===== src/rtl/ultrasonic_tx_burst.sv =====
// Ultrasonic transmit burst sequencer: complementary H-bridge drive with dead time, T0 strobe,
// receiver blanking and listen window. Define TX_BRAKE_EN to add an inverted-phase damping state.
module ultrasonic_tx_burst #(
  parameter int unsigned HALF_PERIOD   = 625,
  parameter int unsigned DEAD_CYC      = 10,
  parameter int unsigned BLANK_CYC     = 5000,
  parameter int unsigned BRAKE_PERIODS = 2
) (
  input  logic        clk_50M,
  input  logic        rst_n,
  input  logic        start_req,
  input  logic        abort,
  input  logic [7:0]  burst_cycles,
  input  logic [19:0] listen_len,
  output logic        tx_p,
  output logic        tx_n,
  output logic        sys_start_pulse,
  output logic        blank,
  output logic        busy,
  output logic        frame_done
);

  localparam int unsigned HW = (HALF_PERIOD > 1) ? $clog2(HALF_PERIOD) : 1;
  localparam int unsigned PW = ($clog2(BRAKE_PERIODS + 1) > 8) ? $clog2(BRAKE_PERIODS + 1) : 8;
  localparam logic [HW-1:0] HALF_LAST  = HW'(HALF_PERIOD - 1);
  localparam logic [HW-1:0] DRIVE_LEN  = HW'(HALF_PERIOD - DEAD_CYC);
  localparam logic [19:0]   BLANK_LAST = 20'(BLANK_CYC - 1);
`ifdef TX_BRAKE_EN
  localparam logic [PW-1:0] BRAKE_LAST = PW'(BRAKE_PERIODS - 1);
`endif

  typedef enum logic [2:0] {
    S_IDLE,
    S_BURST,
`ifdef TX_BRAKE_EN
    S_BRAKE,
`endif
    S_RINGDOWN,
    S_LISTEN
  } state_e;

  state_e        state_q, state_d;
  logic [HW-1:0] half_q, half_d;
  logic          sel_q, sel_d;
  logic [PW-1:0] period_q, period_d;
  logic [19:0]   win_q, win_d;
  logic [7:0]    burst_n_q, burst_n_d;
  logic [19:0]   listen_n_q, listen_n_d;
  logic          done_d;

  logic tx_p_q, tx_p_d, tx_n_q, tx_n_d, start_q, start_d;
  logic blank_q, blank_d, busy_q, busy_d, frame_done_q, frame_done_d;

  logic          carrier_active;
  logic [PW-1:0] period_last;
  state_e        after_carrier;
  logic          drive_on;

  always_ff @(posedge clk_50M or negedge rst_n) begin
    if (!rst_n) begin
      state_q      <= S_IDLE;
      half_q       <= '0;
      sel_q        <= 1'b0;
      period_q     <= '0;
      win_q        <= '0;
      burst_n_q    <= '0;
      listen_n_q   <= '0;
      tx_p_q       <= 1'b0;
      tx_n_q       <= 1'b0;
      start_q      <= 1'b0;
      blank_q      <= 1'b0;
      busy_q       <= 1'b0;
      frame_done_q <= 1'b0;
    end else begin
      state_q      <= state_d;
      half_q       <= half_d;
      sel_q        <= sel_d;
      period_q     <= period_d;
      win_q        <= win_d;
      burst_n_q    <= burst_n_d;
      listen_n_q   <= listen_n_d;
      tx_p_q       <= tx_p_d;
      tx_n_q       <= tx_n_d;
      start_q      <= start_d;
      blank_q      <= blank_d;
      busy_q       <= busy_d;
      frame_done_q <= frame_done_d;
    end
  end

  always_comb begin
    state_d        = state_q;
    half_d         = half_q;
    sel_d          = sel_q;
    period_d       = period_q;
    win_d          = win_q;
    burst_n_d      = burst_n_q;
    listen_n_d     = listen_n_q;
    done_d         = 1'b0;
    carrier_active = 1'b0;
    period_last    = '0;
    after_carrier  = S_RINGDOWN;

    if (abort) begin
      // counters are already zero in IDLE, so abort there is a no-op
      state_d  = S_IDLE;
      half_d   = '0;
      sel_d    = 1'b0;
      period_d = '0;
      win_d    = '0;
    end else begin
      case (state_q)
        S_IDLE: begin
          if (start_req) begin
            state_d    = S_BURST;
            burst_n_d  = (burst_cycles == 8'd0) ? 8'd1 : burst_cycles;
            listen_n_d = listen_len;
          end
        end
        S_BURST: begin
          carrier_active = 1'b1;
          period_last    = PW'(burst_n_q - 8'd1);
`ifdef TX_BRAKE_EN
          after_carrier  = S_BRAKE;
`endif
        end
`ifdef TX_BRAKE_EN
        S_BRAKE: begin
          carrier_active = 1'b1;
          period_last    = BRAKE_LAST;
        end
`endif
        S_RINGDOWN: begin
          if (win_q == BLANK_LAST) begin
            win_d = '0;
            if (listen_n_q == 20'd0) begin
              state_d = S_IDLE;
              done_d  = 1'b1;
            end else begin
              state_d = S_LISTEN;
            end
          end else begin
            win_d = win_q + 20'd1;
          end
        end
        S_LISTEN: begin
          if (win_q == listen_n_q - 20'd1) begin
            win_d   = '0;
            state_d = S_IDLE;
            done_d  = 1'b1;
          end else begin
            win_d = win_q + 20'd1;
          end
        end
        default: state_d = S_IDLE;
      endcase

      // Shared carrier stepping: half-period counter, phase select, period count.
      if (carrier_active) begin
        if (half_q == HALF_LAST) begin
          half_d = '0;
          sel_d  = ~sel_q;
          if (sel_q) begin
            if (period_q == period_last) begin
              period_d = '0;
              state_d  = after_carrier;
            end else begin
              period_d = period_q + PW'(1);
            end
          end
        end else begin
          half_d = half_q + HW'(1);
        end
      end
    end
  end

  // Outputs are decoded from the next-cycle state so every port comes straight from a flop.
  always_comb begin
    tx_p_d       = 1'b0;
    tx_n_d       = 1'b0;
    drive_on     = (half_d < DRIVE_LEN);
    case (state_d)
      S_BURST: begin
        tx_p_d = ~sel_d & drive_on;
        tx_n_d =  sel_d & drive_on;
      end
`ifdef TX_BRAKE_EN
      S_BRAKE: begin
        tx_n_d = ~sel_d & drive_on;
        tx_p_d =  sel_d & drive_on;
      end
`endif
      default: ;
    endcase
    start_d      = (state_q == S_IDLE) && (state_d == S_BURST);
    blank_d      = (state_d == S_BURST) || (state_d == S_RINGDOWN)
`ifdef TX_BRAKE_EN
                   || (state_d == S_BRAKE)
`endif
                   ;
    busy_d       = (state_d != S_IDLE);
    frame_done_d = done_d;
  end

  assign tx_p            = tx_p_q;
  assign tx_n            = tx_n_q;
  assign sys_start_pulse = start_q;
  assign blank           = blank_q;
  assign busy            = busy_q;
  assign frame_done      = frame_done_q;

endmodule


===== config.mk =====
export PLATFORM = sky130hd
export DESIGN_NAME = ultrasonic_tx_burst
export DESIGN_NICKNAME = d
export VERILOG_FILES = /design/src/rtl/ultrasonic_tx_burst.sv
export SDC_FILE = /design/constraint.sdc
export NUM_CORES = 1
export LEC_CHECK = 0
export CAP_MARGIN = 25
export CELL_PAD_IN_SITES_DETAIL_PLACEMENT = 2
export CELL_PAD_IN_SITES_GLOBAL_PLACEMENT = 2
export CORE_MARGIN = 5
export CORE_UTILIZATION = 38
export DETAILED_ROUTE_END_ITERATION = 10
export GPL_ROUTABILITY_DRIVEN = 0
export PLACE_DENSITY_LB_ADDON = 0.1
export SYNTH_ARGS = -nofsm -noshare
export SYNTH_HDL_FRONTEND = slang
export SYNTH_SLANG_ARGS = --single-unit
export TNS_END_PERCENT = 50

===== constraint.sdc =====
create_clock -name clk_50M -period 3.5 [get_ports clk_50M]
set_input_delay 0.7 -clock clk_50M [delete_from_list [all_inputs] [get_ports clk_50M]]
set_output_delay 0.7 -clock clk_50M [all_outputs]
set_load 0.02 [all_outputs]

==> impl_metrics.tcl <==
set metrics [dict create \
    intPower_mw 1.82 \
    cts_buffers 9 \
    slowest_stage "or4b_1" \
    layout-drive-gt1-share 0.159 \
    setup_viol 0 \
    finalCritPeriodShare 0.964 \
    power_frac_seq 0.408 \
    swShare 0.319 \
    ys_ff_latch 76 \
    wl_met3_um 412 \
    path_buf_inv 3 \
    multiInputGateArea_um2 2930 \
    dieArea_um2 15600 \
    path_delay_family "simple AND/OR/NAND/NOR gates" \
    yosysTopAreaCell "dfrtp_1" \
    p_clk_frac 0.343 \
    netlist-cell-type-count 66 \
    dpl_cell_area_um2 5660 \
    core_area_um2 13100 \
    antenna_found_initial 0 \
    setup_tns_ns 0 \
    criticalPathCategory "reg -> reg" \
    crit_top_cell "buf_4" \
    peakVddDrop_uv 212 \
    fin_util 0.460 \
    syn_area_um2 5030 \
    cts.path.max_buffers 2 \
    run_status "complete, no violations" \
    synthSimpleGateAreaFrac 0.254 \
    die_w_um 125 \
    top_layer "met4" \
    avgSynthCellArea_um2 9.68 \
    synth_most_common_cell "dfrtp_1" \
    fill_cells 1435 \
    grt_first_pass_wirelength_um 26200 \
    cap_viol_max_count 0 \
    max_slew_margin 0.499 \
    synthTopCellsByArea "dfrtp_1 38%, xnor2_1 5.7%, mux2_2 4.7%" \
    chipHeight_um 125 \
    slew_violations 0 \
    grt_max_degree 77 \
    portBuffers 37 \
    cts_tree "yes" \
    fin_crit_ns 3.37 \
    synthXorXnorAreaFrac 0.0870 \
    synthArstFlopShare 1.00 \
    finalHoldViolCount 0 \
    synth_fa_ha_area_frac 0.0149 \
    start_kind "flop" \
    leakagePower_nw 2.44 \
    end_kind "flop" \
    grt_pass1_vias 4867 \
    first_pass_iters 4 \
    syn_to_final_growth_pct 19.9 \
    fmax_mhz 296 \
    power_density_nw_per_um2 442 \
    fin_nets 605 \
    total_power_mw 2.67 \
    routedWlPerCell_um 20.9 \
    vias 4376 \
    cpPeakStageDelay_ns 0.55 \
    hpwl_um 11300 \
    synth_compound_area_frac 0.151 \
    ios 38 \
    clkLatencyLatePin_ns 0.34 \
    hp-class "in -> async" \
    regArea_um2 1900 \
    path_clk_slew_ns 0.06 \
    grt_overflow 0 \
    cp.arrival_ns 3.60 \
    p_sw_uw 851 \
    synth_warnings 0 \
    netlist_instances 520 \
    clock-root-buffer "clkbuf_16" \
    syn_nets 558 \
    postRouteAntennaNets 0 \
    synth_top_family_by_area "simple AND/OR/NAND/NOR gates" \
    synthFlopType "dfrtp_1" \
    yosys-top-cells-count "76 x dfrtp_1, 33 x xnor2_1, 27 x nand2_1, 27 x nor2_1" \
    route.detailed.drc 0 \
    clkSinkCount 76 \
    start_util 0.383 \
    critPathMaxFanout 14 \
    synth_edf_count 0 \
    worstPathCellList "or4_4 > or4b_1 > a21oi_2 > xor2_1 > nor4_1 > buf_4 > a31oi_4 > nor4b_4 > buf_4 > clkbuf_16 > mux2_2" \
    postCtsHoldBufs 0 \
    pwr-share-comb 0.250 \
    wl_met1_um 7580 \
    via_per_inst 5.84 \
    grtUsageTotal 0.206 \
    ys_seq_area_frac 0.378 \
    rows 42 \
    cp.required_ns 3.73 \
    drt-initial-drc-count 176 \
    cts-htree-levels 3 \
    wl_met2_um 7470 \
    tightest_slew_ns 0.749 \
    clock_skew_ns 0.00506 \
    design_area_um2 6040 \
    synth.mux.area_fraction 0.0708 \
    wirelength_um 15600 \
    netlist.area_leader.share 0.378 \
]
layout make-up:
class | count | area share
diodes | 1 | 0.000415
clock buffers | 13 | 0.0448
clock inverters | 3 | 0.00311
inverters | 12 | 0.00746
multi-input cells | 400 | 0.486
flip-flops and latches | 76 | 0.315
well taps | 176 | 0.0365
repair buffers | 68 | 0.107
logic make-up after synthesis:
family                     after synthesis
other                                    1
xor gates and xnor gates                50
AOI/OAI and AO/OA                      102
DFF                                     76
muxes                                   32
buffers and inverters                   44
adders and majority gates                6
and+or+nand+nor                        209
power groups by stage:
stage          sequential (mW)  clock, mW  combinational (mW)
4_1_cts                   1.09      0.943               0.661
6_report                  1.09      0.914               0.666
5_1_grt                   1.10      0.980               0.728
2_1_floorplan             1.06          0               0.428
3_5_place_dp              1.10          0               0.643
3_3_place_gp              1.09          0               0.616
worst paths after layout:
check,cells after the start,endpoint,slack [ns],startpoint
setup / recovery,11,listen_n_q[8]$_DFFE_PN0P_,0.13,burst_n_q[3]$_DFFE_PN0P_
hold / removal,1,listen_n_q[3]$_DFFE_PN0P_,0.34,rst_n
setup reg to reg,11,listen_n_q[8]$_DFFE_PN0P_,0.13,burst_n_q[3]$_DFFE_PN0P_
hold reg to reg,1,burst_n_q[6]$_DFFE_PN0P_,0.56,burst_n_q[6]$_DFFE_PN0P_
max in group asynchronous,2,burst_n_q[3]$_DFFE_PN0P_,2.55,rst_n
min in group clk_50M,1,burst_n_q[6]$_DFFE_PN0P_,0.56,burst_n_q[6]$_DFFE_PN0P_
flip-flops by register name, summed over array words and instances, names as in the netlist:
register         flops
burst_n_q            8
period_q             8
listen_n_q          20
state_q              3
frame_done           1
sys_start_pulse      1
sel_q                1
win_q               20
tx_p                 1
busy                 1
blank                1
half_q              10
tx_n                 1
placed cells by master, fill, tap and decap left out, types with 10 or more instances in the layout:
cell type and count:
nor4_1 11, xnor2_1 33, nor3_1 15, dfrtp_1 75
nor2_1 27, xor2_1 17, nor3b_1 13, nand2_1 27
o21ai_0 13, nand4_1 13, a22o_1 12, buf_4 29
nand3_1 19, or3_1 11, and3_1 21, inv_1 12
clkbuf_16 10, mux2_2 21, a21oi_1 15, clkdlybuf4s50_1 36
worst register-to-register path: stages (launching register included):
cell       delay (ns)
dfrtp_2          0.44
or4_4            0.54
or4b_1           0.55
a21oi_2          0.18
xor2_1           0.18
nor4_1           0.08
buf_4            0.16
a31oi_4          0.18
nor4b_4          0.26
buf_4            0.18
clkbuf_16        0.18
mux2_2           0.34
stage by stage:
stage,setup slack (ns),cells,hold slack [ns]
finish,0.127,749,0.336
global route,-0.00337,748,0.379
CTS,0.0105,746,0.560
detailed placement,-0.00919,728,0.551
global placement,0.0451,728,0.516
floorplan,0.304,520,0.404
routing by layer:
layer	global-route usage	up-vias
li1	-	2050
met3	0.0320	12
met1	0.287	2256
met2	0.336	58
met5	0	-
met4	0.0568	0
repair_timing:
item | 4_1_cts | 5_1_grt
gates resized for setup | 4 | 5
setup buffers | 1 | 1
pin swaps | 1 | 1
setup endpoints to repair | 6 | 35
cloned | 1 | 0
No activity file was read; power rests on OpenSTA's default activity.
